[config.mk]
export PLATFORM = sky130hd
export DESIGN_NAME = mem_bus_fabric
export DESIGN_NICKNAME = d
export VERILOG_FILES = /design/src/rtl/mem_bus_fabric_pkg.sv /design/src/rtl/fabric_addr_decode.sv /design/src/rtl/mem_bus_fabric.sv
export SDC_FILE = /design/constraint.sdc
export NUM_CORES = 1
export LEC_CHECK = 0
export ABC_AREA = 1
export BUFFER_PORTS_ARGS = -buffer_cell sky130_fd_sc_hd__buf_2
export CORE_ASPECT_RATIO = 0.75
export CORE_MARGIN = 2
export CORE_UTILIZATION = 35
export DETAILED_ROUTE_END_ITERATION = 16
export PLACE_DENSITY = 0.71
export SETUP_SLACK_MARGIN = 0.05
export SLEW_MARGIN = 20
export SYNTH_ARGS = -nofsm -noshare
export SYNTH_HDL_FRONTEND = slang
export SYNTH_SLANG_ARGS = --single-unit
[constraint.sdc]
create_clock -name clk_i -period 3.03 [get_ports clk_i]
set_input_delay 0.4545 -clock clk_i [delete_from_list [all_inputs] [get_ports clk_i]]
set_output_delay 0.4545 -clock clk_i [all_outputs]
set_load 0.02 [all_outputs]
[src/rtl/mem_bus_fabric_pkg.sv]
// Shared types and default memory map for the core-to-slave memory fabric.
package mem_bus_fabric_pkg;

  typedef enum logic [1:0] {StIdle, StAccess, StResp} fab_state_e;

  localparam logic [31:0] ERR_DATA_DEFAULT = 32'hDEAD_BEEF;

  localparam logic [31:0] RAM0_BASE = 32'h0000_0000;
  localparam logic [31:0] RAM0_MASK = 32'hFFFF_F000;
  localparam logic [31:0] RAM1_BASE = 32'h0000_1000;
  localparam logic [31:0] RAM1_MASK = 32'hFFFF_F000;
  localparam logic [31:0] UART_BASE = 32'h1000_0000;
  localparam logic [31:0] UART_MASK = 32'hFFFF_FFFC;
  localparam logic [31:0] GPIO_BASE = 32'h1000_0010;
  localparam logic [31:0] GPIO_MASK = 32'hFFFF_FFF0;

  // Slave 0 occupies the least significant slice.
  localparam logic [127:0] DEFAULT_SLV_BASE = {GPIO_BASE, UART_BASE, RAM1_BASE, RAM0_BASE};
  localparam logic [127:0] DEFAULT_SLV_MASK = {GPIO_MASK, UART_MASK, RAM1_MASK, RAM0_MASK};

endpackage

[src/rtl/fabric_addr_decode.sv]
// Combinational priority address decoder; overlapping windows resolve to the lowest index.
module fabric_addr_decode #(
  parameter int unsigned NUM_SLAVES = 4,
  parameter int unsigned SEL_W      = 2
) (
  input  logic [31:0]              addr_i,
  input  logic [NUM_SLAVES*32-1:0] base_i,
  input  logic [NUM_SLAVES*32-1:0] mask_i,
  output logic                     hit_o,
  output logic [SEL_W-1:0]         idx_o
);

  always_comb begin
    hit_o = 1'b0;
    idx_o = '0;
    // Scan high to low so the last match written is the lowest index.
    for (int i = int'(NUM_SLAVES) - 1; i >= 0; i--) begin
      if ((addr_i & mask_i[i*32 +: 32]) == base_i[i*32 +: 32]) begin
        hit_o = 1'b1;
        idx_o = SEL_W'(i);
      end
    end
  end

endmodule

[src/rtl/mem_bus_fabric.sv]
// Registered valid/ready fabric between the core and NUM_SLAVES slaves, with
// wait states, timeout, decode-miss error response and error reporting.
module mem_bus_fabric
  import mem_bus_fabric_pkg::*;
#(
  parameter int unsigned               NUM_SLAVES = 4,
  parameter int unsigned               DATA_W     = 32,
  parameter logic [NUM_SLAVES*32-1:0]  SLV_BASE   = DEFAULT_SLV_BASE,
  parameter logic [NUM_SLAVES*32-1:0]  SLV_MASK   = DEFAULT_SLV_MASK,
  parameter int unsigned               TIMEOUT    = 255,
  parameter logic [DATA_W-1:0]         ERR_DATA   = ERR_DATA_DEFAULT
) (
  input  logic                         clk_i,
  input  logic                         rst_i,
  input  logic                         m_valid_i,
  input  logic                         m_instr_i,
  input  logic [31:0]                  m_addr_i,
  input  logic [DATA_W-1:0]            m_wdata_i,
  input  logic [DATA_W/8-1:0]          m_wstrb_i,
  output logic                         m_ready_o,
  output logic [DATA_W-1:0]            m_rdata_o,
  output logic [NUM_SLAVES-1:0]        s_valid_o,
  output logic [31:0]                  s_addr_o,
  output logic [DATA_W-1:0]            s_wdata_o,
  output logic [DATA_W/8-1:0]          s_wstrb_o,
  input  logic [NUM_SLAVES-1:0]        s_ready_i,
  input  logic [NUM_SLAVES*DATA_W-1:0] s_rdata_i,
  output logic                         err_o,
  output logic [31:0]                  err_addr_o,
  output logic [7:0]                   err_count_o
);

  localparam int unsigned SEL_W = (NUM_SLAVES > 1) ? $clog2(NUM_SLAVES) : 1;

  fab_state_e        state_q;
  logic [SEL_W-1:0]  sel_q;
  logic [15:0]       cnt_q;
  logic              dec_hit;
  logic [SEL_W-1:0]  dec_idx;
  logic              sel_ready;
  logic [DATA_W-1:0] sel_rdata;
  logic              timeout_hit;
  logic              unused_instr;

  // Instruction-fetch flag plays no part in routing.
  assign unused_instr = m_instr_i;

  fabric_addr_decode #(
    .NUM_SLAVES (NUM_SLAVES),
    .SEL_W      (SEL_W)
  ) u_decode (
    .addr_i (m_addr_i),
    .base_i (SLV_BASE),
    .mask_i (SLV_MASK),
    .hit_o  (dec_hit),
    .idx_o  (dec_idx)
  );

  assign sel_ready   = s_ready_i[sel_q];
  assign sel_rdata   = s_rdata_i[sel_q*DATA_W +: DATA_W];
  assign timeout_hit = (cnt_q == 16'(TIMEOUT - 1));

  always_ff @(posedge clk_i) begin
    if (rst_i) begin
      state_q     <= StIdle;
      sel_q       <= '0;
      cnt_q       <= '0;
      m_ready_o   <= 1'b0;
      m_rdata_o   <= '0;
      s_valid_o   <= '0;
      s_addr_o    <= '0;
      s_wdata_o   <= '0;
      s_wstrb_o   <= '0;
      err_o       <= 1'b0;
      err_addr_o  <= '0;
      err_count_o <= '0;
    end else begin
      m_ready_o <= 1'b0;
      err_o     <= 1'b0;
      unique case (state_q)
        StIdle: begin
          cnt_q <= '0;
          if (m_valid_i) begin
            s_addr_o  <= m_addr_i;
            s_wdata_o <= m_wdata_i;
            s_wstrb_o <= m_wstrb_i;
            if (dec_hit) begin
              sel_q     <= dec_idx;
              s_valid_o <= NUM_SLAVES'(1) << dec_idx;
              state_q   <= StAccess;
            end else begin
              m_rdata_o  <= ERR_DATA;
              m_ready_o  <= 1'b1;
              err_o      <= 1'b1;
              err_addr_o <= m_addr_i;
              if (err_count_o != 8'hFF) err_count_o <= err_count_o + 8'd1;
              state_q    <= StResp;
            end
          end
        end
        StAccess: begin
          cnt_q <= cnt_q + 16'd1;
          // Ready takes precedence over a timeout on the same cycle.
          if (sel_ready) begin
            m_rdata_o <= sel_rdata;
            s_valid_o <= '0;
            m_ready_o <= 1'b1;
            state_q   <= StResp;
          end else if (timeout_hit) begin
            m_rdata_o  <= ERR_DATA;
            s_valid_o  <= '0;
            m_ready_o  <= 1'b1;
            err_o      <= 1'b1;
            err_addr_o <= s_addr_o;
            if (err_count_o != 8'hFF) err_count_o <= err_count_o + 8'd1;
            state_q    <= StResp;
          end
        end
        StResp: begin
          state_q <= StIdle;
        end
        default: begin
          state_q <= StIdle;
        end
      endcase
    end
  end

endmodule

==> impl_results.md <==
* Status: finished clean
* Worst-path cell chain: inv_2, nand2_1, nand3_1, nand2_1, nand2_2, o21ai_4, nand2_4, inv_4, nor2_1, nor2_1
* Netlist cell types at 32
* Die area at 23700 sq um
* Final Setup Violations at 0
* Fmax at 432 MHz
* Drt initial violations at 517
* Worst-Margin Slew at 0.795 ns
* Post-CTS Setup Bufs at 0
* Final Slew Violations at 0
* Residual DRC at 0
* Ys async rst share at 0
* Final WL at 25.5 mm
* Largest net degree at the start of global routing at 82
* First-pass GRT wire length at 40.2 mm
* Post-synth top area share at 0.423
* Port bufs at 348
* Grt met1 use at 0.260
* GRT Overall Usage at 0.211
* Post-Syn Area at 7860 sq um
* Synth warn at 0
* CTS tree: built
* Post_cts resized at 0
* Power Dens Cells at 524 nW/um^2
* DP Wirelength at 18.5 mm
* Initial core utilization at 0.356
* Post-synth EDFFs at 0
* Root Driver: clkbuf_16
* Sequential area share after synthesis at 0.423
* Slew margin rel. at 0.470
* R2R depth at 10
* RePlAce Congestion at 0.869
* Syn Nets at 1414
* Met2 Resource Use GR at 0.352
* Number of global-route vias before repair at 8051
* Row cnt at 47
* Synth cell count leaders: nor2_1 (350), nand2_1 (208), o21ai_0 (175)
* Crit Reg-Reg Endpoint: err_addr_o[23]$_SDFFE_PP0P_
* CP max stage delay at 0.41 ns
* Hold-fix buffers, CTS at 0
* Width of the die at 177 um
* Data required, critical path at 3.40 ns
* Cells after DPL at 1789
* Initial antenna violation count at 1
* Total gr overflow at 0
* Register area at 3320 sq um
* Die Ht at 134 um
* Leakage power at 0.00518 uW
* CP Launch Type: flop
* Syn-to-layout area delta at 31.4%
* I/O pin count at 350
* Critical path's top delay family: simple AND/OR/NAND/NOR gates
* H-tree Lvls at 4
* R2R Setup Slk at 0.71 ns
* Post-Syn Instances at 1207
* CP Max Fanout at 34
* Fin Clk Skew at 0.0129 ns
* RSZ-0062 raised after global routing: no
* Final min period at 2.32 ns
* GRT met3 Usage at 0.0574
* Final count of hold timing violations at 0
* R2R Path Start: sel_q[0]$_SDFFE_PP0P_
* Main synth FF type: dfxtp_1
* Clock sinks at 166
* Multi-input logic area at 3860 sq um
* Crit path buffers/inverters at 2
* CP Capture Type: flop
* Worst path slowest cell: inv_4
* Synth Register Bits at 166
* Vias after detailed routing at 8781
* WHS Path Cells at 3
* Detail-routed via count per cell at 4.82
* Peak supply drop at 347 uV
* Share of cells above drive strength 1 at 0.272
* Per-cell routed wire length at 14.0 um
* Leading area contributor after synthesis: dfxtp_1
* Clk Latency, worst-skew pair at 0.43 ns
* Setup TNS at 0 ns
* Worst hold endpoint: s_wdata_o[12]$_SDFFE_PP0P_
* Mean post-synth cell area at 6.51 sq um
* Max cap viols at 0
* 1st-pass router iterations at 5
* Core Box Area at 22100 sq um
* Top area cells in the synthesized netlist: dfxtp_1 (42%), nor2_1 (17%), o21ai_0 (11%)
* Nets at 1721
* Fillers at 2277
* CTS buffer count at 17
* Critical Path AT at 2.69 ns
* Most common cell in the netlist: nor2_1
* Final worst path period share at 0.765
* Worst-path clk slew at 0.08 ns
* Hold crit path type: input port to flop
* Critical setup path kind: flop to flop
* Non-Filler Instances at 1822
* Gr busiest metal: met2
* CTS Buffer Depth at 2
* Post-DRT Antenna Nets at 0
* Hold wc startpoint: m_wdata_i[12]
==> stage by stage <==
stage / utilization / instance area [sq um] / worst slack, ns / hold slack [ns] / power [uW]
floorplan: - / 7860 / 1.37 / 0.422 / 2940
global placement: 0.441 / 9730 / 0.523 / 0.439 / 3280
detailed placement: 0.441 / 9730 / 0.465 / 0.445 / 3290
CTS: 0.468 / 10300 / 0.705 / 0.220 / 5460
global route: 0.468 / 10300 / 0.467 / 0.225 / 5660
finish: 0.468 / 10300 / 0.714 / 0.237 / 5410
==> routing by layer <==
| layer | wire [um] | vias to the layer above |
|---|---|---|
| met3 | 1760 | 54 |
| met1 | 11100 | 3962 |
| met5 | 0 | - |
| li1 | - | 4481 |
| met4 | 659 | 0 |
| met2 | 12000 | 284 |
==> tightest hold or removal path, cell delays in order <==
cell    delay [ns]
buf_2         0.07
nor2_1        0.03
nor2_1        0.08
==> cells by family after synthesis <==
| logic type | count (synthesis) | synth area share |
|---|---|---|
| flops | 166 | 0.423 |
| compound gates | 261 | 0.175 |
| buf+inv | 160 | 0.0854 |
| fa+ha+maj | 3 | 0.00478 |
| simple gates | 616 | 0.311 |
| xor+xnor | 1 | 0.00112 |
==> flip-flops by register name, indices dropped and copies added, names as in the netlist, 4 cells and up <==
name / count
err_count_o: 8
m_rdata_o: 32
s_valid_o: 4
cnt_q: 16
s_wstrb_o: 4
err_addr_o: 32
s_wdata_o: 32
s_addr_o: 32
==> power breakdown <==
part           switching (uW)  internal (uW)  total (uW)
Clock                    1060           1110        2170
Combinational             539            311         851
Sequential               73.6           2320        2390
==> how the worst max path moves through the flow <==
stage	from	end	slack, ns	cells past startpoint
3_5_place_dp	m_addr_i[14]	err_addr_o[16]$_SDFFE_PP0P_	0.47	10
2_1_floorplan	m_addr_i[18]	m_rdata_o[0]$_SDFFE_PP0P_	1.37	13
3_3_place_gp	m_addr_i[14]	err_addr_o[25]$_SDFFE_PP0P_	0.52	10
6_report	sel_q[0]$_SDFFE_PP0P_	err_addr_o[23]$_SDFFE_PP0P_	0.71	10
5_1_grt	sel_q[0]$_SDFFE_PP0P_	err_addr_o[28]$_SDFFE_PP0P_	0.47	10
4_1_cts	sel_q[0]$_SDFFE_PP0P_	err_addr_o[31]$_SDFFE_PP0P_	0.70	10
==> final cells by class <==
type,count,share of cell area
antenna,1,0.000242
clock buffer,18,0.0416
clock inverter,14,0.0150
inverter,88,0.0325
multi-input combinational,881,0.374
sequential,166,0.322
tap,294,0.0356
timing repair buffer,360,0.179
==> cells in the final DEF, fill, tap and decap left out, drive strengths merged <==
cell type / count
o211a: 1
xnor2: 1
inv: 96
clkinv: 6
nor2: 356
o22ai: 33
nor3b: 1
nand3: 23
nor4: 1
clkbuf: 18
a21oi: 33
dfxtp: 166
o21a: 2
o21ai: 189
buf: 360
a31oi: 1
nor3: 8
nand4: 11
nand2: 216
a221oi: 1
diode: 1
ha: 3
a211oi: 1
Note: power is estimated with default switching activity, not from simulation.
